### src/rtl/pipe_ctrl_v2.sv
// pipe_ctrl_v2 - pipeline hazard / exception / idle controller.
//
// Decides stall (pause) and kill (flush) for every pipeline stage. It also
// arbitrates the exceptions, interrupts, ertn and idle events that the MEM
// stage presents, and produces the front-end redirect.
//
// Ports
//   clk, rst_n          single clock, asynchronous active-low reset
//   pause_req           per-stage stall request (bit 0 = PC, top bit = WB)
//   mem_valid, pc       MEM-stage instruction valid and its PC
//   exception_addr_i    bad address passed through to exception_addr_o
//   is_exception_i      per-source exception flags
//   exception_cause_i   packed causes, source k at [k*CAUSE_W +: CAUSE_W]
//   is_ertn, is_idle    MEM-stage ertn / idle instruction
//   eentry, era, ecfg_lie, estat_is, crmd_ie   architectural CSR values
//   wb_csr_*            CSR write in WB, bypassed onto the CSR values
//   pause, flush        per-stage stall / kill
//   is_exception_o, exception_cause_o, exception_pc_o, exception_addr_o
//   redirect_valid, redirect_pc                front-end redirect
//   is_interrupt_o      pending-and-enabled interrupt line present
//   idle_o              core parked in IDLE
//
// state    | meaning
// ---------+--------------------------------------------------------------
// ST_RUN   | normal issue; events taken from MEM, pause follows pause_req
// ST_FLUSH | extra flush-hold cycles after a redirect (FLUSH_CYCLES > 1)
// ST_IDLE  | idle instruction retired; everything below WB paused
module pipe_ctrl_v2 #(
    parameter int                   STAGES       = 6,
    parameter int                   EXC_SRC      = 5,
    parameter int                   CAUSE_W      = 7,
    parameter int                   INT_W        = 12,
    parameter int                   FLUSH_CYCLES = 1,
    parameter logic [31:0]          RESET_PC     = 32'h1C000000,
    parameter logic [CAUSE_W-1:0]   CAUSE_NOP    = 7'h7F,
    parameter logic [CAUSE_W-1:0]   CAUSE_INT    = 7'h00
) (
    input  logic                        clk,
    input  logic                        rst_n,
    input  logic [STAGES-1:0]           pause_req,
    input  logic                        mem_valid,
    input  logic [31:0]                 pc,
    input  logic [31:0]                 exception_addr_i,
    input  logic [EXC_SRC-1:0]          is_exception_i,
    input  logic [EXC_SRC*CAUSE_W-1:0]  exception_cause_i,
    input  logic                        is_ertn,
    input  logic                        is_idle,
    input  logic [31:0]                 eentry,
    input  logic [31:0]                 era,
    input  logic [INT_W-1:0]            ecfg_lie,
    input  logic [INT_W-1:0]            estat_is,
    input  logic                        crmd_ie,
    input  logic                        wb_csr_we,
    input  logic [13:0]                 wb_csr_waddr,
    input  logic [31:0]                 wb_csr_wdata,
    output logic [STAGES-1:0]           pause,
    output logic [STAGES-1:0]           flush,
    output logic                        is_exception_o,
    output logic [CAUSE_W-1:0]          exception_cause_o,
    output logic [31:0]                 exception_pc_o,
    output logic [31:0]                 exception_addr_o,
    output logic                        redirect_valid,
    output logic [31:0]                 redirect_pc,
    output logic                        is_interrupt_o,
    output logic                        idle_o
);

    localparam logic [13:0] CSR_CRMD   = 14'h000;
    localparam logic [13:0] CSR_ECFG   = 14'h004;
    localparam logic [13:0] CSR_ESTAT  = 14'h005;
    localparam logic [13:0] CSR_ERA    = 14'h006;
    localparam logic [13:0] CSR_EENTRY = 14'h00C;

    localparam int CNT_W = (FLUSH_CYCLES > 1) ? $clog2(FLUSH_CYCLES) + 1 : 1;

    // Every stage except WB; WB always retires.
    localparam logic [STAGES-1:0] BELOW_WB = {1'b0, {(STAGES-1){1'b1}}};

    typedef enum logic [1:0] {
        ST_RUN   = 2'd0,
        ST_FLUSH = 2'd1,
        ST_IDLE  = 2'd2
    } state_t;

    state_t             state, state_nx;
    logic [CNT_W-1:0]   cnt, cnt_nx;
    logic               int_pend_q;

    // ------------------------------------------------------------------
    // CSR bypass from WB
    // ------------------------------------------------------------------
    logic [31:0]      era_cur;
    logic [31:0]      eentry_cur;
    logic [INT_W-1:0] lie_cur;
    logic [INT_W-1:0] is_cur;
    logic             ie_cur;
    logic [INT_W-1:0] int_vec;
    logic [11:0]      wb_int_bits;

    // Interrupt bit 10 is reserved in the write data, hence the gap.
    assign wb_int_bits = {wb_csr_wdata[12:11], wb_csr_wdata[9:0]};

    assign era_cur    = (wb_csr_we && wb_csr_waddr == CSR_ERA)    ? wb_csr_wdata : era;
    assign eentry_cur = (wb_csr_we && wb_csr_waddr == CSR_EENTRY) ? wb_csr_wdata : eentry;
    assign lie_cur    = (wb_csr_we && wb_csr_waddr == CSR_ECFG)   ? INT_W'(wb_int_bits) : ecfg_lie;
    assign is_cur     = (wb_csr_we && wb_csr_waddr == CSR_ESTAT)  ? INT_W'(wb_int_bits) : estat_is;
    assign ie_cur     = (wb_csr_we && wb_csr_waddr == CSR_CRMD)   ? wb_csr_wdata[2] : crmd_ie;

    assign int_vec        = lie_cur & is_cur;
    assign is_interrupt_o = (int_vec != '0);

    assign exception_pc_o   = pc;
    assign exception_addr_o = exception_addr_i;

    // ------------------------------------------------------------------
    // Event decode
    // ------------------------------------------------------------------
    logic [CAUSE_W-1:0] exc_cause_sel;
    logic               run_valid;
    logic               int_take;
    logic               exc_raw;
    logic               exc_take;
    logic               ertn_take;
    logic               idle_take;
    logic               redirect;
    logic [STAGES-1:0]  pause_run;

    // Ascending scan: the highest-index active source wins.
    always_comb begin
        exc_cause_sel = CAUSE_NOP;
        for (int k = 0; k < EXC_SRC; k++) begin
            if (is_exception_i[k]) begin
                exc_cause_sel = exception_cause_i[k*CAUSE_W +: CAUSE_W];
            end
        end
    end

    assign run_valid = (state == ST_RUN) && mem_valid;
    assign int_take  = run_valid && int_pend_q && ie_cur;
    assign exc_raw   = run_valid && (pc != RESET_PC) && (is_exception_i != '0);
    assign exc_take  = exc_raw && !int_take;
    assign ertn_take = run_valid && is_ertn && !int_take && !exc_raw;
    assign idle_take = run_valid && is_idle && !int_take && !exc_raw && !is_ertn;
    assign redirect  = int_take || exc_take || ertn_take;

    // Stall everything at and below the deepest requesting stage so that
    // younger instructions never overrun a stalled one.
    always_comb begin
        pause_run = '0;
        for (int i = 0; i < STAGES - 1; i++) begin
            if (pause_req[i]) begin
                pause_run = BELOW_WB >> (STAGES - 2 - i);
            end
        end
    end

    // ------------------------------------------------------------------
    // FSM
    // ------------------------------------------------------------------
    always_ff @(posedge clk or negedge rst_n) begin
        if (!rst_n) begin
            state      <= ST_RUN;
            cnt        <= '0;
            int_pend_q <= 1'b0;
        end else begin
            state      <= state_nx;
            cnt        <= cnt_nx;
            int_pend_q <= (int_vec != '0);
        end
    end

    always_comb begin
        state_nx = state;
        cnt_nx   = cnt;
        case (state)
            ST_RUN: begin
                if (redirect && FLUSH_CYCLES > 1) begin
                    state_nx = ST_FLUSH;
                    cnt_nx   = CNT_W'(FLUSH_CYCLES - 1);
                end else if (idle_take) begin
                    state_nx = ST_IDLE;
                end
            end
            ST_FLUSH: begin
                cnt_nx = cnt - 1'b1;
                if (cnt <= CNT_W'(1)) begin
                    state_nx = ST_RUN;
                    cnt_nx   = '0;
                end
            end
            ST_IDLE: begin
                // Wake on any pending line, even with interrupts disabled.
                if (int_vec != '0) begin
                    state_nx = ST_RUN;
                end
            end
            default: begin
                state_nx = ST_RUN;
                cnt_nx   = '0;
            end
        endcase
    end

    // Outputs are gated by rst_n so that they drop the moment reset is
    // asserted, regardless of what the inputs are doing.
    always_comb begin
        pause             = '0;
        flush             = '0;
        is_exception_o    = 1'b0;
        exception_cause_o = CAUSE_NOP;
        redirect_valid    = 1'b0;
        redirect_pc       = eentry_cur;
        idle_o            = 1'b0;
        if (rst_n) begin
            case (state)
                ST_RUN: begin
                    if (int_take) begin
                        is_exception_o    = 1'b1;
                        exception_cause_o = CAUSE_INT;
                        redirect_valid    = 1'b1;
                    end else if (exc_take) begin
                        is_exception_o    = 1'b1;
                        exception_cause_o = exc_cause_sel;
                        redirect_valid    = 1'b1;
                    end else if (ertn_take) begin
                        redirect_valid    = 1'b1;
                        redirect_pc       = era_cur;
                    end
                    if (redirect) begin
                        flush = BELOW_WB;
                    end else begin
                        pause = pause_run;
                    end
                end
                ST_FLUSH: begin
                    flush = BELOW_WB;
                end
                ST_IDLE: begin
                    idle_o = 1'b1;
                    pause  = BELOW_WB;
                end
                default: begin
                    pause = '0;
                end
            endcase
        end
    end

endmodule

### config.mk
export PLATFORM = sky130hd
export DESIGN_NAME = pipe_ctrl_v2
export DESIGN_NICKNAME = d
export VERILOG_FILES = /design/src/rtl/pipe_ctrl_v2.sv
export SDC_FILE = /design/constraint.sdc
export NUM_CORES = 1
export LEC_CHECK = 0
export BUFFER_PORTS_ARGS = -buffer_cell sky130_fd_sc_hd__buf_2
export CORE_AREA = 4 4 142 144
export CTS_CLUSTER_SIZE = 8
export DETAILED_ROUTE_END_ITERATION = 12
export DIE_AREA = 0 0 146 148
export HOLD_SLACK_MARGIN = 0.08
export SLEW_MARGIN = 15
export SYNTH_ARGS = -nofsm -noshare
export SYNTH_HDL_FRONTEND = slang
export SYNTH_SLANG_ARGS = --single-unit
### constraint.sdc
create_clock -name clk -period 2.83 [get_ports clk]
set_clock_uncertainty 0.2 [all_clocks]
set_input_delay 0.4245 -clock clk [delete_from_list [all_inputs] [get_ports clk]]
set_output_delay 0.4245 -clock clk [all_outputs]
set_load 0.02 [all_outputs]
==> results.toml, run 1 <==
[die]
dieArea_mm2 = 0.02161
floorplan.initialDensity_pct = 12.47
die_height_um = 148
ios = 370
rows = 50
coreArea_mm2 = 0.01871
dieWidth_um = 146

[timing]
fmax_mhz = 327.6
timing.final.ws_setup_ns = -0.2230
min_period_over_period_pct = 107.9
slew_violations = 0
rsz0062_at_grt = "yes"
min_period_ns = 3.053
setup_viol = 37
hold_viol = 0

[worst_setup_path]
cp-start-kind = "input pin"
worstSetupPathType = "in2out"
slowest_stage = "nor4_1"
required_ns = 2.21
reg2reg_to = "state[1]$_DFFE_PN0P_"
rr_startpoint = "state[1]$_DFFE_PN0P_"
r2r_cells = 9
ff2ff_setup_slack_ns = 0.95
path_buf_inv = 6
cp_cell_sequence = "buf_2 -> nor4_1 -> nand4_1 -> o211ai_1 -> buf_4 -> nand3b_1 -> buf_4 -> mux2i_4 -> buf_6 -> buf_16 -> o21ai_4 -> buf_6"
cpPeakStageDelay_ns = 0.34
crit_path_max_fanout = 5
endpoint_kind = "primary output"
worstPathArrival_ns = 2.43
critical-path-top-delay-family = "buffers and inverters"

[synthesis]
netlist_area_mm2 = 0.002332
async_flop_share_pct = 100.0
ys.flop_type = "dfrtp_1"
synth_top_family_by_area = "compound AO/OA/AOI/OAI gates"
synth_cells = 344
ys_types = 43
synthAdderAreaFrac_pct = 0
synth_sequential_area_ratio_pct = 2.146
avgSynthCellArea_um2 = 6.780
synth_seq_cells = 2
ys_warn_count = 0
synth-simple-area-share_pct = 18.62
synth-xor-area-share_pct = 0
synth.area.mux_share_pct = 6.545
synth_edf_count = 0
synth_compound_area_share_pct = 40.45

[placement]
numPortBuffers = 302
dp_hpwl_um = 10580
dpl_cell_area_mm2 = 0.003895
place_congestion = 0.8280
pre_cts_slack_ns = -0.4664

[hold_path]
hold_path_end = "state[1]$_DFFE_PN0P_"
min-delay-start = "is_idle"
hp-class = "in2reg"
holdPathStages = 3

[power]
pwr-share-clk_pct = 23.4
power.leakage_nw = 2.291
swShare_pct = 42.06
p_seq_share_pct = 3.3
ir_drop_mv = 0.1997
pwr-share-comb_pct = 73.4
power.density_mw_per_mm2 = 202.1
power.switching_mw = 0.3841
p_int_mw = 0.5291
power_mw = 0.9131

[detailed_routing]
drt_pass1_iterations = 4
routed_wl_um = 13150
vias = 3570
ant_nets = 0
drc = 0
wire_per_inst_um = 15.52
vias_per_cell = 4.215
drtIter0Drc = 172

[flow_run]
cap_violations = 0

[finish]
drive_gt1_share_pct = 68.35
fillCellCount = 2058
multi_input_area_mm2 = 0.001760
antennaDiodeCount = 0
nets = 866
design_area_mm2 = 0.004519
area.growth.synth_to_final_pct = 93.78
seq_area_um2 = 50.05

[clock_network]
clockBufferDepth = 2
htree_levels = 1
cts_sinks = 2
ctsRootBufferMaster = "clkbuf_16"
clk_transition_reported_paths_ns = 0.03
cts_tree = "done"
numCtsBuffers = 3
worstSkewPairLatency_ns = 0.22

[global_route]
grt_overflow = 0
grt_start_max_net_pins = 27
antenna_found_initial = 0
track_usage_pct = 11.00
grt_pass1_vias = 3634
grt_pass1_wl_um = 19330

[run_status]
violations = "negative setup slack"
status = "complete, but fails checks"
state kept, by name, summed over array words and instances (netlist names):
signal	cells
state	1
int_pend_q	1
metal layers:
layer	wire, um	global-route usage (%)	vias to the layer above
met5	0	0	-
met4	150	1.881	0
met3	1147	2.575	23
met2	6711	20.33	201
met1	5137	13.14	1628
li1	-	-	1718
final cells by class:
class / instances / area share [%]
sequential: 2 / 1.107
timing repair buffer: 350 / 48.81
tap: 234 / 6.478
inverter: 36 / 2.990
multi-input combinational: 222 / 38.95
clock buffer: 3 / 1.661
how the worst max path moves through the flow:
stage	from	to	slack, ns	depth (start not counted)
6_report	pc[17]	redirect_pc[17]	-0.22	12
5_1_grt	pc[13]	redirect_pc[17]	-0.37	13
4_1_cts	pc[15]	redirect_pc[4]	-0.31	13
3_5_place_dp	pc[6]	redirect_pc[9]	-0.47	13
3_3_place_gp	pc[6]	redirect_pc[9]	-0.44	13
2_1_floorplan	wb_csr_waddr[0]	pause[0]	0.003	7
cells in the final DEF, fill, tap and decap left out, types with 2 or more instances in the layout:
cell | synthesis | final
a21oi_1 | 16 | 15
nor4b_2 | 2 | 2
o21ai_0 | 28 | 26
nand2_1 | 19 | 19
nor4_1 | 8 | 7
mux2i_1 | 13 | 12
o22ai_1 | 7 | 7
buf_4 | 70 | 41
a22oi_1 | 28 | 21
a21oi_4 | 1 | 2
nor2_4 | 0 | 2
clkbuf_16 | 0 | 3
mux2i_4 | 1 | 2
nor2b_2 | 1 | 2
nor2_1 | 13 | 11
buf_12 | 0 | 4
nand3_1 | 9 | 8
nand4_1 | 8 | 8
inv_1 | 36 | 36
conb_1 | 1 | 2
nor3_1 | 4 | 3
buf_6 | 3 | 37
buf_16 | 0 | 2
dfrtp_1 | 2 | 2
a22oi_2 | 10 | 17
o21ai_2 | 30 | 23
nor4_4 | 0 | 3
o21ai_4 | 0 | 10
buf_2 | 7 | 264
metrics by stage:
step	cells	hold WS, ns	TNS [ns]	utilization, %
2_1_floorplan	345	-0.07109	0	-
3_3_place_gp	837	0.03937	-14.36	20.82
3_5_place_dp	837	0.04091	-15.00	20.82
4_1_cts	848	0.2657	-9.856	23.38
5_1_grt	847	0.2982	-12.84	24.16
6_report	847	0.2884	-6.431	24.16
Yosys cell counts (all sizes together), types with 2 or more instances:
cell type / number / area [um2]
a21oi: 17 / 96.35
a22oi: 38 / 335.3
buf: 81 / 598.1
clkbuf: 4 / 15.01
dfrtp: 2 / 50.05
inv: 36 / 135.1
mux2i: 14 / 152.6
nand2: 19 / 71.32
nand3: 9 / 45.04
nand4: 8 / 50.05
nor2: 13 / 48.80
nor2b: 3 / 21.27
nor3: 4 / 20.02
nor4: 10 / 75.07
nor4b: 4 / 47.55
o21ai: 60 / 412.9
o22ai: 7 / 43.79
logic make-up (layout without fill, tap and decap cells):
group,Yosys count,in the layout
multiplexers,14,14
AND/OR/NAND/NOR,77,77
other,1,2
buffers and inverters,121,389
AO/OA/AOI/OAI,129,129
flip-flops,2,2
power by group through the flow:
stage / Combinational (mW) / Sequential, mW / Clock, mW
6_report: 0.670 / 0.0299 / 0.213
5_1_grt: 0.724 / 0.0300 / 0.218
4_1_cts: 0.646 / 0.0298 / 0.217
3_5_place_dp: 0.589 / 0.0301 / 0
3_3_place_gp: 0.583 / 0.0301 / 0
2_1_floorplan: 0.381 / 0.0300 / 0
worst min-delay path, cell delays in order:
cell      delay, ns
buf_2          0.08
nand4b_1       0.08
o21ai_0        0.08
repair_timing:
action	4_1_cts	5_1_grt
gates cloned	3	0
pin swaps	5	8
hold buffers	1	0
endpoints found under the setup margin	50	51
endpoints found under the hold margin	2	0
setup buffers	4	0
gates resized for setup	76	39
Note: power is estimated with default switching activity, not from simulation.
==> run 2, diff against run 1 <==
--- a/config.mk
+++ b/config.mk
@@ -10,6 +10,7 @@
 export CTS_CLUSTER_SIZE = 8
 export DETAILED_ROUTE_END_ITERATION = 12
 export DIE_AREA = 0 0 146 148
+export GPL_TIMING_DRIVEN = 0
 export HOLD_SLACK_MARGIN = 0.08
 export SLEW_MARGIN = 15
 export SYNTH_ARGS = -nofsm -noshare
==> constraint.sdc (replaced) <==
create_clock -name clk -period 2.83 [get_ports clk]
set_clock_uncertainty 0.2 [all_clocks]
set_input_delay 0.4245 -clock clk [delete_from_list [all_inputs] [get_ports clk]]
set_output_delay 0.4245 -clock clk [all_outputs]
set_load 0.05 [all_outputs]
==> run 2 against run 1 <==
The run still ends with negative setup slack left. Routed wire length is 14% higher. Global-route usage is 1.2 points higher. Die area stayed put. Core utilization is 4.9 points higher. Setup slack worse by 0.087 ns. Sequential share of layout area is 0.19 points lower. Combinational power is 66% higher. Sequential power hardly changed. Flip-flop and latch count stayed put. Largest power group unchanged. Highest routed layer unchanged.
==> results.toml, run 2 (synthesis results as in run 1) <==
[run_status]
status = "complete, but fails checks"
violations = "negative setup slack"

[detailed_routing]
drtIter0Drc = 155
drc = 0
vias = 3901
drt_pass1_iterations = 4
wire_per_inst_um = 16.00
vias_per_cell = 4.177
ant_nets = 0
routed_wl_um = 14950

[finish]
seq_area_um2 = 50.05
final_cell_mix = "278 x buf_2, 85 x buf_4, 54 x buf_6"
drive_gt1_share_pct = 74.29
final_common_cell = "buf_2"
final_cells = 934
fillCellCount = 2039
multi_input_area_mm2 = 0.001919
antennaDiodeCount = 0
nets = 953
area.growth.synth_to_final_pct = 132.8
top_regs = "int_pend_q (1), state (1)"

[die]
dieArea_mm2 = 0.02161
coreArea_mm2 = 0.01871
dieWidth_um = 146
ios = 370
floorplan.initialDensity_pct = 12.47
die_height_um = 148
rows = 50

[timing]
fmax_mhz = 318.5
min_period_over_period_pct = 111.0
timing.final.ws_setup_ns = -0.3101
slew_violations = 0
setup_viol = 48
slew_headroom_pct = 58.55
holdWs_ns = 0.3120
rsz0062_at_grt = "yes"
min_period_ns = 3.140
hold_viol = 0
tightest_slew_ns = 0.6217

[global_route]
grt_pass1_vias = 3921
busiest_layer = "met2"
grt_use_met2_pct = 23.01
use_met1_pct = 14.87
grt_pass1_wl_um = 21610
antenna_found_initial = 0
grt_overflow = 0
track_usage_pct = 12.24
grt.met3_usage_pct = 2.391
grt_start_max_net_pins = 11

[power]
power.leakage_nw = 2.771
power.density_mw_per_mm2 = 247.9
ir_drop_mv = 0.1217

[clock_network]
worstSkewPairLatency_ns = 0.22
clockBufferDepth = 2
cts_tree = "done"
clk_transition_reported_paths_ns = 0.03
numCtsBuffers = 3
ctsRootBufferMaster = "clkbuf_16"
htree_levels = 1
cts_sinks = 2

[placement]
dp_hpwl_um = 12760
placed_cells = 911
numPortBuffers = 332
place_congestion = 0.8879

[worst_setup_path]
required_ns = 2.21
endpoint_kind = "primary output"
cp_cell_sequence = "buf_6 -> nor4b_4 -> nand4_1 -> mux2i_4 -> nand3b_1 -> buf_4 -> nor2_4 -> buf_12 -> clkbuf_16 -> a22oi_2 -> o21ai_4 -> buf_8"
cp-start-kind = "input pin"
crit_path_max_fanout = 6
cpPeakStageDelay_ns = 0.33
worstPathArrival_ns = 2.52
worstSetupPathType = "in2out"
slowest_stage = "nor4b_4"

[flow_run]
cap_violations = 0

[hold_path]
hp-class = "in2reg"
-- run 2: worst paths after layout --
| check | cells after the start | endpoint | start | slack (ns) |
|---|---|---|---|---|
| worst max register to register | 9 | state[1]$_DFFE_PN0P_ | state[1]$_DFFE_PN0P_ | 0.85 |
| min in group asynchronous | 2 | state[1]$_DFFE_PN0P_ | rst_n | 0.44 |
| worst min-delay path | 3 | state[1]$_DFFE_PN0P_ | is_idle | 0.31 |
| worst min register to register | 2 | state[1]$_DFFE_PN0P_ | state[1]$_DFFE_PN0P_ | 0.40 |
| max in group asynchronous | 2 | int_pend_q$_DFF_PN0_ | rst_n | 1.86 |
| worst max-delay path | 12 | redirect_pc[23] | wb_csr_waddr[13] | -0.31 |
-- run 2: through the flow --
stage / area [um2] / setup TNS (ns) / setup WS (ns) / util (%) / power [mW]
floorplan: 2495 / -3.539 / -0.1308 / - / 0.6734
global placement: 4449 / -39.25 / -1.109 / 23.79 / 0.9842
detailed placement: 4449 / -39.70 / -1.118 / 23.79 / 0.9903
CTS: 5350 / -11.98 / -0.3690 / 28.60 / 1.338
global route: 5430 / -18.29 / -0.4785 / 29.03 / 1.413
finish: 5430 / -9.844 / -0.3101 / 29.03 / 1.346
-- run 2: critical path: cells and delay by family --
| kind | cells | cell delay, ns |
|---|---|---|
| buffers and inverters | 5 | 0.73 |
| and+or+nand+nor | 4 | 0.83 |
| AOI/OAI and AO/OA | 2 | 0.28 |
| muxes | 1 | 0.25 |
-- run 2: layer usage --
metal	routed length (um)	share of wire (%)
met2	7939	53
met3	1238	8.3
met5	0	0
met1	5649	38
met4	120	0.80
-- run 2: cell type report --
type	instances	share of cell area, %
Tap cell	234	5.392
Buffer	84	12.35
Inverter	36	2.488
Clock buffer	3	1.382
Sequential cell	2	0.9217
Timing Repair Buffer	353	42.12
Multi-Input combinational cell	222	35.35
-- run 2: timing repair --
action | in CTS | in global routing
hold buffers | 1 | 0
endpoints found under the hold margin | 2 | 0
setup endpoints to repair | 52 | 52
buffers inserted | 17 | 1
gates cloned | 2 | 1
resized for setup | 164 | 13
pin swaps | 11 | 7
-- run 2: power by group --
part / switching (mW) / internal [mW] / leakage (nW)
Sequential: 0.000435 / 0.0294 / 0.0226
Combinational: 0.670 / 0.439 / 2.71
Clock: 0.0283 / 0.179 / 0.0370
==> run 3, diff against run 2 <==
--- a/config.mk
+++ b/config.mk
@@ -7,6 +7,7 @@
 export LEC_CHECK = 0
 export BUFFER_PORTS_ARGS = -buffer_cell sky130_fd_sc_hd__buf_2
 export CORE_AREA = 4 4 142 144
+export CTS_BUF_LIST = sky130_fd_sc_hd__clkbuf_2
 export CTS_CLUSTER_SIZE = 8
 export DETAILED_ROUTE_END_ITERATION = 12
 export DIE_AREA = 0 0 146 148
==> run 3 against run 2 <==
Total power shrank 12%. Flip-flop and latch count is the same. Largest power group unchanged. The flow still finishes with violations (negative setup slack). Routed wire length is essentially flat. Clock-buffer cell count is the same. Critical path type unchanged. Critical path depth is the same. First-iteration DRC count shrank 7.7%. Via count shrank 0.23%. Setup slack gained 0.00050 ns. Highest routed layer unchanged. Fmax is essentially flat. Sequential share of layout area is essentially flat.
==> results.toml, run 3 (synthesis results as in run 1) <==
[timing]
tightest_slew_ns = 0.6206
slew_violations = 0
rsz0062_at_grt = "yes"
min_period_ns = 3.140
setup_tns_ns = -9.788
setup_viol = 48
min_period_over_period_pct = 110.9
timing.final.ws_setup_ns = -0.3096
hold_viol = 0
slew_headroom_pct = 58.63
fmax_mhz = 318.5

[worst_setup_path]
r2r_cells = 9
reg2reg_to = "state[1]$_DFFE_PN0P_"
path_depth = 12
rr_startpoint = "state[1]$_DFFE_PN0P_"
path_buf_inv = 5
worstSetupPathType = "in2out"
required_ns = 2.21
cp_cell_sequence = "buf_6 -> nor4b_4 -> nand4_1 -> mux2i_4 -> nand3b_1 -> buf_4 -> nor2_4 -> buf_12 -> clkbuf_16 -> a22oi_2 -> o21ai_4 -> buf_8"
worstPathArrival_ns = 2.52
ff2ff_setup_slack_ns = 0.87
critical-path-top-delay-family = "simple AND/OR/NAND/NOR gates"
cp-start-kind = "input pin"
startpoint = "wb_csr_waddr[13]"
cpPeakStageDelay_ns = 0.33
crit_path_max_fanout = 6
slowest_stage = "nor4b_4"
endpoint = "redirect_pc[23]"
endpoint_kind = "primary output"

[global_route]
grt_overflow = 0
grt_pass1_wl_um = 21620
track_usage_pct = 12.26
grt_pass1_vias = 3928
grt_start_max_net_pins = 11
antenna_found_initial = 0

[placement]
dp_hpwl_um = 12760
numPortBuffers = 332
place_congestion = 0.8879
pre_cts_slack_ns = -1.118
placed_cells = 911
dpl_cell_area_mm2 = 0.004449

[finish]
fin_util_pct = 28.71
final_cells = 934
nets = 953
area.growth.synth_to_final_pct = 130.3
top_regs = "int_pend_q (1), state (1)"
antennaDiodeCount = 0
drive_gt1_share_pct = 74.29
design_area_mm2 = 0.005370
final_cell_mix = "278 x buf_2, 85 x buf_4, 54 x buf_6"
final_common_cell = "buf_2"

[detailed_routing]
wire_per_inst_um = 16.01
vias = 3892
drtIter0Drc = 143
routed_wl_um = 14950
drt_pass1_iterations = 5
drc = 0
vias_per_cell = 4.167
ant_nets = 0

[power]
power.density_mw_per_mm2 = 220.0
power.leakage_nw = 2.746
ir_drop_mv = 0.06995

[die]
floorplan.initialDensity_pct = 12.47
rows = 50
ios = 370
coreArea_mm2 = 0.01871
die_height_um = 148
dieArea_mm2 = 0.02161
dieWidth_um = 146

[clock_network]
numCtsBuffers = 3
worstSkewPairLatency_ns = 0.19
cts_sinks = 2
clk_transition_reported_paths_ns = 0.03
cts_tree = "done"
ctsRootBufferMaster = "clkbuf_2"
clockBufferDepth = 2
htree_levels = 1

[run_status]
status = "complete, but fails checks"
violations = "negative setup slack"

[hold_path]
hp-class = "in2reg"
holdPathStages = 3

[flow_run]
cap_violations = 0
[run 3: worst min-delay path by stage]
stage                        from              endpoint  slack, ns
final                     is_idle  state[1]$_DFFE_PN0P_       0.34
after global routing      is_idle  state[1]$_DFFE_PN0P_       0.36
after CTS                 is_idle  state[1]$_DFFE_PN0P_       0.32
after detailed placement    rst_n  state[1]$_DFFE_PN0P_       0.05
after global placement      rst_n  state[1]$_DFFE_PN0P_       0.05
after floorplan             rst_n  int_pend_q$_DFF_PN0_      -0.07
[run 3: routing by layer]
metal | vias up | track usage, % | wire, um
met5 | - | 0 | 0
met1 | 1786 | 14.83 | 5768
li1 | 1892 | - | -
met4 | 0 | 1.693 | 120
met2 | 204 | 22.98 | 7937
met3 | 10 | 2.391 | 1126
[run 3: cell type report]
| class | count | area (um2) |
|---|---|---|
| fill | 2041 | 13340 |
| timing repair buffer | 353 | 2287 |
| sequential | 2 | 50.05 |
| clock buffer | 3 | 15.01 |
| tap | 234 | 292.8 |
| multi-input combinational | 222 | 1919 |
| inverter | 36 | 135.1 |
| buffer | 84 | 670.6 |
[run 3: tightest hold or removal path, stage by stage]
cell	delay, ns
buf_2	0.09
nand4b_1	0.08
o21ai_0	0.09
[run 3: through the flow]
step	hold slack, ns	power (mW)
after floorplan	-0.07109	0.6734
after global placement	0.05127	0.9842
after detailed placement	0.05219	0.9903
after CTS	0.3247	1.175
after global routing	0.3565	1.249
final	0.3375	1.181
[run 3: what timing repair did]
action	in CTS	in global routing
setup buffers	17	1
endpoints found under the setup margin	52	52
hold buffers	1	0
gates cloned	2	1
pin swaps	11	7
gates resized for setup	164	13
hold endpoints to repair	2	0
[run 3: where the power goes]
part | total [mW] | internal [mW] | switching, mW
combinational | 1.11 | 0.439 | 0.670
clock | 0.0432 | 0.0280 | 0.0152
sequential | 0.0299 | 0.0294 | 0.000434
